**config.mk**
```make
export PLATFORM = sky130hd
export DESIGN_NAME = regfile_wb_sched
export DESIGN_NICKNAME = d
export VERILOG_FILES = /design/src/rtl/regfile_pkg.sv /design/src/rtl/rr_arbiter.sv /design/src/rtl/regfile_wb_sched.sv
export SDC_FILE = /design/constraint.sdc
export NUM_CORES = 1
export LEC_CHECK = 0
export ABC_AREA = 1
export ABC_CLOCK_PERIOD_IN_PS = 4250
export CELL_PAD_IN_SITES_DETAIL_PLACEMENT = 2
export CELL_PAD_IN_SITES_GLOBAL_PLACEMENT = 2
export CORE_MARGIN = 8
export CORE_UTILIZATION = 24
export CTS_BUF_LIST = sky130_fd_sc_hd__clkbuf_16
export DETAILED_ROUTE_END_ITERATION = 10
export PLACE_DENSITY_LB_ADDON = 0.1
export SLEW_MARGIN = 30
export SYNTH_ARGS = -nofsm -noshare
export SYNTH_HDL_FRONTEND = slang
export SYNTH_SLANG_ARGS = --single-unit
```
**constraint.sdc**
```tcl
create_clock -name clk -period 4.25 [get_ports clk]
set_clock_uncertainty 0.2 [all_clocks]
set_input_delay 1.275 -clock clk [delete_from_list [all_inputs] [get_ports clk]]
set_output_delay 1.275 -clock clk [all_outputs]
set_load 0.005 [all_outputs]
```
**src/rtl/regfile_pkg.sv**
```systemverilog
// ============================================================================
// Package : regfile_pkg
// Brief   : Shared sizes and FSM state encoding for the register-file
//           write-back scheduler.
// Rev     : 1.0
// ============================================================================
`default_nettype none

package regfile_pkg;

    localparam int XLEN     = 32;
    localparam int RADDR_W  = 5;
    localparam int NUM_REGS = 32;

    typedef enum logic [0:0] {
        ST_INIT = 1'b0,
        ST_RUN  = 1'b1
    } state_t;

endpackage

`default_nettype wire

```
**src/rtl/rr_arbiter.sv**
```systemverilog
// ============================================================================
// Module : rr_arbiter
// Brief  : One-hot round-robin arbiter; the search starts at the pointer and
//          the pointer moves just past the winner.
// Rev    : 1.0
// ============================================================================
`default_nettype none

module rr_arbiter #(
    parameter int NUM_REQ = 3
) (
    input  logic               clk,
    input  logic               rst,
    input  logic               en,
    input  logic [NUM_REQ-1:0] req,
    output logic [NUM_REQ-1:0] grant
);

    localparam int c_ptr_w = (NUM_REQ > 1) ? $clog2(NUM_REQ) : 1;

    logic [c_ptr_w-1:0] r_ptr;
    logic [c_ptr_w-1:0] w_idx;
    logic               w_found;

    always_comb begin
        w_found = 1'b0;
        w_idx   = r_ptr;
        for (int k = 0; k < NUM_REQ; k++) begin
            if (!w_found && en && req[(int'(r_ptr) + k) % NUM_REQ]) begin
                w_found = 1'b1;
                w_idx   = c_ptr_w'((int'(r_ptr) + k) % NUM_REQ);
            end
        end
    end

    always_comb begin
        grant = '0;
        if (w_found) begin
            grant[w_idx] = 1'b1;
        end
    end

    // Pointer holds when nothing is granted.
    always_ff @(posedge clk or posedge rst) begin
        if (rst) begin
            r_ptr <= '0;
        end else if (w_found) begin
            r_ptr <= (w_idx == c_ptr_w'(NUM_REQ - 1)) ? '0 : w_idx + 1'b1;
        end
    end

endmodule

`default_nettype wire

```
**src/rtl/regfile_wb_sched.sv**
```systemverilog
// ============================================================================
// Module : regfile_wb_sched
// Brief  : Write-back scheduler for the 32x32 register file: zero-fill after
//          reset, round-robin write-port sharing and a busy scoreboard.
// Rev    : 1.0
// ============================================================================
`default_nettype none

module regfile_wb_sched
    import regfile_pkg::*;
#(
    parameter int NUM_REQ = 3,
    parameter int XLEN    = regfile_pkg::XLEN,
    parameter int RADDR_W = regfile_pkg::RADDR_W
) (
    input  logic                       clk,
    input  logic                       rst,
    input  logic [NUM_REQ-1:0]         req_valid,
    output logic [NUM_REQ-1:0]         req_ready,
    input  logic [NUM_REQ*RADDR_W-1:0] req_rd,
    input  logic [NUM_REQ*XLEN-1:0]    req_data,
    input  logic                       alloc_valid,
    input  logic [RADDR_W-1:0]         alloc_rd,
    output logic                       alloc_ready,
    input  logic [RADDR_W-1:0]         rs1,
    input  logic [RADDR_W-1:0]         rs2,
    output logic                       rs1_busy,
    output logic                       rs2_busy,
    input  logic                       flush,
    output logic                       init_done,
    output logic                       wr_en,
    output logic [31:0]                rd,
    output logic [XLEN-1:0]            rd_value
);

    localparam logic [RADDR_W-1:0] c_last_reg = RADDR_W'(NUM_REGS - 1);

    state_t                r_state;
    state_t                w_state_nxt;
    logic [RADDR_W-1:0]    r_cnt;
    logic [NUM_REGS-1:0]   r_busy;
    logic [NUM_REGS-1:0]   w_busy_nxt;
    logic                  r_wr_en;
    logic [RADDR_W-1:0]    r_rd;
    logic [XLEN-1:0]       r_rd_value;
    logic                  w_run;
    logic                  w_init_wr;
    logic [NUM_REQ-1:0]    w_grant;
    logic                  w_any_grant;
    logic [RADDR_W-1:0]    w_sel_rd;
    logic [XLEN-1:0]       w_sel_data;
    logic                  w_alloc_fire;

    // ---------------- FSM ----------------
    always_ff @(posedge clk or posedge rst) begin
        if (rst) begin
            r_state <= ST_INIT;
        end else begin
            r_state <= w_state_nxt;
        end
    end

    always_comb begin
        w_state_nxt = r_state;
        case (r_state)
            ST_INIT: if (r_cnt == c_last_reg) w_state_nxt = ST_RUN;
            default: w_state_nxt = ST_RUN;
        endcase
    end

    always_comb begin
        w_run     = (r_state == ST_RUN);
        w_init_wr = (r_state == ST_INIT);
    end

    always_ff @(posedge clk or posedge rst) begin
        if (rst) begin
            r_cnt <= RADDR_W'(1);
        end else if (w_init_wr) begin
            r_cnt <= r_cnt + 1'b1;
        end
    end

    // ---------------- Arbitration ----------------
    rr_arbiter #(
        .NUM_REQ (NUM_REQ)
    ) u_arb (
        .clk   (clk),
        .rst   (rst),
        .en    (w_run),
        .req   (req_valid),
        .grant (w_grant)
    );

    assign w_any_grant = |w_grant;
    assign req_ready   = w_grant;

    always_comb begin
        w_sel_rd   = '0;
        w_sel_data = '0;
        for (int i = 0; i < NUM_REQ; i++) begin
            if (w_grant[i]) begin
                w_sel_rd   = req_rd[i*RADDR_W +: RADDR_W];
                w_sel_data = req_data[i*XLEN +: XLEN];
            end
        end
    end

    // Writes to x0 are accepted from the requester but never reach the file.
    always_ff @(posedge clk or posedge rst) begin
        if (rst) begin
            r_wr_en    <= 1'b0;
            r_rd       <= '0;
            r_rd_value <= '0;
        end else if (w_init_wr) begin
            r_wr_en    <= 1'b1;
            r_rd       <= r_cnt;
            r_rd_value <= '0;
        end else if (w_any_grant) begin
            r_wr_en    <= (w_sel_rd != '0);
            r_rd       <= w_sel_rd;
            r_rd_value <= w_sel_data;
        end else begin
            r_wr_en    <= 1'b0;
        end
    end

    assign wr_en    = r_wr_en;
    assign rd       = {{(32-RADDR_W){1'b0}}, r_rd};
    assign rd_value = r_rd_value;
    assign init_done = w_run;

    // ---------------- Scoreboard ----------------
    assign alloc_ready  = w_run && !r_busy[alloc_rd];
    assign w_alloc_fire = alloc_valid && alloc_ready;
    assign rs1_busy     = r_busy[rs1];
    assign rs2_busy     = r_busy[rs2];

    // A new claim is applied after the retiring write's clear so it wins.
    always_comb begin
        w_busy_nxt = r_busy;
        if (flush) begin
            w_busy_nxt = '0;
        end else begin
            if (r_wr_en) begin
                w_busy_nxt[r_rd] = 1'b0;
            end
            if (w_alloc_fire && (alloc_rd != '0)) begin
                w_busy_nxt[alloc_rd] = 1'b1;
            end
        end
        w_busy_nxt[0] = 1'b0;
    end

    always_ff @(posedge clk or posedge rst) begin
        if (rst) begin
            r_busy <= '0;
        end else begin
            r_busy <= w_busy_nxt;
        end
    end

endmodule

`default_nettype wire

```
==> results.md <==
- Layout overhead on the synthesized area: 51.40%
- DR pass1 iterations: 4
- Die area: 0.02699 sq mm
- TritonCTS clock tree: done
- Yosys reg bits: 77
- Synth top area share: 36.04%
- I/O Pins: 205
- Maxcap violations: 0
- PortBufs: 177
- Drt via density: 5.123
- Post-synth ARST share: 100.0%
- Hold_ws: 0.3124 ns
- Crit share post-route: 99.26%
- Outcome: completed
- Hold Path Class: reg -> reg
- WL per Instance: 22.29 um
- Final Routed Wirelength: 27,390 um
- DP Area: 0.007533 sq mm
- Clk buf depth: 2
- Routability cong.: 0.8862
- Post-synth top flop: dfrtp_1
- Clock latency on the worst-skew pair: 0.35 ns
- Max IR drop VDD: 382.1 uV
- Worst Max-Slew Pin Slew: 0.6082 ns
- Clock-pin transition on the worst setup and hold timing paths: 0.06 ns
- Die width: 164.3 um
- CP cell instances: dlygate4sd2_1 > buf_6 > buf_4 > o21ai_1 > a21oi_1 > a21oi_1 > o21ai_0 > a31oi_1 > clkdlybuf4s15_2
- Met3 WL: 2141 um
- Seq/Total Area, Yosys: 36.53%
- Final instance area: 0.007990 sq mm
- GRT Overall Usage: 20.35%
- Most area-hungry cell type in the Yosys netlist: dfrtp_1
- DRC violations left: 0
- Final Critical Period: 4.219 ns
- Worst-path fanout max: 7
- Post-synth EDFFs: 0
- Slowest cell delay on critical path: 0.27 ns
- Power per cell area: 744.0 mW/mm^2
- Post-CTS Hold Buffers: 0
- DP HPWL: 21,210 um
- H-tree depth: 3
- Post-layout util: 36.84%
- Ant diodes: 0
- Slew margin rel.: 59.40%
- CTS root buf: clkbuf_16
- Post-Route M1 WL: 11,200 um
- RSZ-0062 raised after global routing: yes
- Vias in the first global route: 7,269
- Arrival @ worst endpoint: 2.74 ns
- Fraction of layout cells with a size suffix above 1: 15.17%
- Die H: 164.3 um
- Clock sinks: 77
- Initial antenna violation count: 0
- Synth cell types: 39
- Syn avg cell area: 7.220 sq um
- Synth top area cells: dfrtp_1 36%, nand2_1 11%, nand4_1 8.5%, o21ai_0 6.5%, nand3_1 6.2%
- Peak Freq: 237.0 MHz
- First-pass GRT wire length: 42,330 um
- Num CTS Buffers: 9
- Global route overflow: 0
- Final Setup Violations: 0
- Final hold vios: 0
- Most used cell, CP: a21oi_1
- Filler Cells Inserted: 2,471
- Uppermost layer routed: met4
- Data required time of the worst path: 2.77 ns
- Initial Util: 24.33%
- CP max-delay cell: dlygate4sd2_1
- Row cnt: 54
- Synthesis warning total: 0
- Nets: 1,081
- CP Launch Type: primary input
- Synthesized area: 0.005278 sq mm
- Largest net degree at the start of global routing: 49
- Placed Cells: 1,205
- Worst R2R Setup Slack: 1.25 ns
- Crit. End Element: primary output
- Mapped Cells: 731
- Leak: 0.003385 uW
- Detail Route Antenna Nets: 0
- Non-filler cells, final: 1,229
- WL met2: 13,220 um
- Slew Limit Fails: 0
- Iter 0 DRT Violations: 264
- Critical path class: in -> out
- Via count: 6,296
- Area of the core: 0.02169 sq mm
## metrics by stage
stage | TNS [ns] | worst slack [ns] | total power, uW
after global placement | -2.798 | -0.4862 | 4926
after detailed placement | -3.291 | -0.5725 | 5127
after global routing | -0.03245 | -0.03245 | 6484
after CTS | 0 | 0.01384 | 6079
final | 0 | 0.03141 | 5945
after floorplan | 0 | 0.4182 | 3336
## cell usage in the layout (no fill, tap or decap), types with 27 or more instances in the layout
cell type / count
nand3_1: 62
nand2_1: 152
nand4_1: 72
nor2_1: 61
o21ai_0: 63
buf_4: 54
inv_1: 33
a21oi_1: 38
conb_1: 27
clkdlybuf4s50_1: 161
dfrtp_1: 76
## metal layers
metal  up-vias  track usage [%]
met4         0            7.562
met3        47            7.118
li1       2920                -
met1      3133            23.32
met2       196            34.34
met5         -                0
## path summary, 6_finish.rpt
path / start / endpoint / depth (start not counted)
min: r_cnt[0]$_DFFE_PP1N_ / r_cnt[0]$_DFFE_PP1N_ / 1
min reg2reg: r_cnt[0]$_DFFE_PP1N_ / r_cnt[0]$_DFFE_PP1N_ / 1
min in group asynchronous: rst / rd_value[4]$_DFFE_PP0P_ / 2
max: rs1[0] / rs1_busy / 9
max in group asynchronous: rst / r_cnt[0]$_DFFE_PP1N_ / 3
max reg2reg: u_arb.r_ptr[0]$_DFFE_PP0P_ / wr_en$_DFF_PP0_ / 17
## logic make-up after synthesis
kind of cell,count (synthesis),synth area share [%]
simple gates,389,35.75
compound gates,146,15.53
buf+inv,112,10.83
flops,77,36.53
fa+ha+maj,4,0.9484
xor+xnor,2,0.3320
other cells,1,0.07106
## what timing repair did
item                       4_1_cts  5_1_grt
buffers inserted                 7        0
pin swaps                        8        3
gates resized for setup         63       14
setup endpoints to repair        6        5
cloned                           1        0
## sequential cells by signal (all words and copies together), names as in the netlist
name	count
u_arb.r_ptr	2
r_rd	5
wr_en	1
r_cnt	5
r_busy	31
rd_value	32
init_done	1
## synthesized netlist by cell type (all sizes together) (7+ instances only)
| master | n |
|---|---|
| o21ai | 72 |
| a22oi | 12 |
| clkbuf | 16 |
| nand4 | 72 |
| nand2 | 165 |
| nor2 | 64 |
| o22ai | 7 |
| buf | 45 |
| a21oi | 39 |
| dfrtp | 76 |
| inv | 50 |
| nor3 | 10 |
| nand3 | 75 |
## critical path, delay by kind of cell
family | cells | cell delay, ns
buf+inv | 4 | 0.79
compound gates | 5 | 0.68
## where the power goes
| part | total, uW | internal (uW) | switching [uW] |
|---|---|---|---|
| registers | 1150 | 996 | 156 |
| logic | 3940 | 1550 | 2390 |
| clock network | 854 | 513 | 341 |
| total | 5940 | 3060 | 2890 |
## area by class of cell
cell class | instances | area [sq um] | area share, %
repair buffers | 237 | 2213 | 27.70
inverters | 51 | 195.2 | 2.443
well taps | 280 | 350.3 | 4.385
clock inverters | 7 | 92.59 | 1.159
flip-flops and latches | 77 | 1928 | 24.13
clock buffers | 9 | 225.2 | 2.819
multi-input cells | 568 | 2985 | 37.36
No activity file was read; power rests on OpenSTA's default activity.
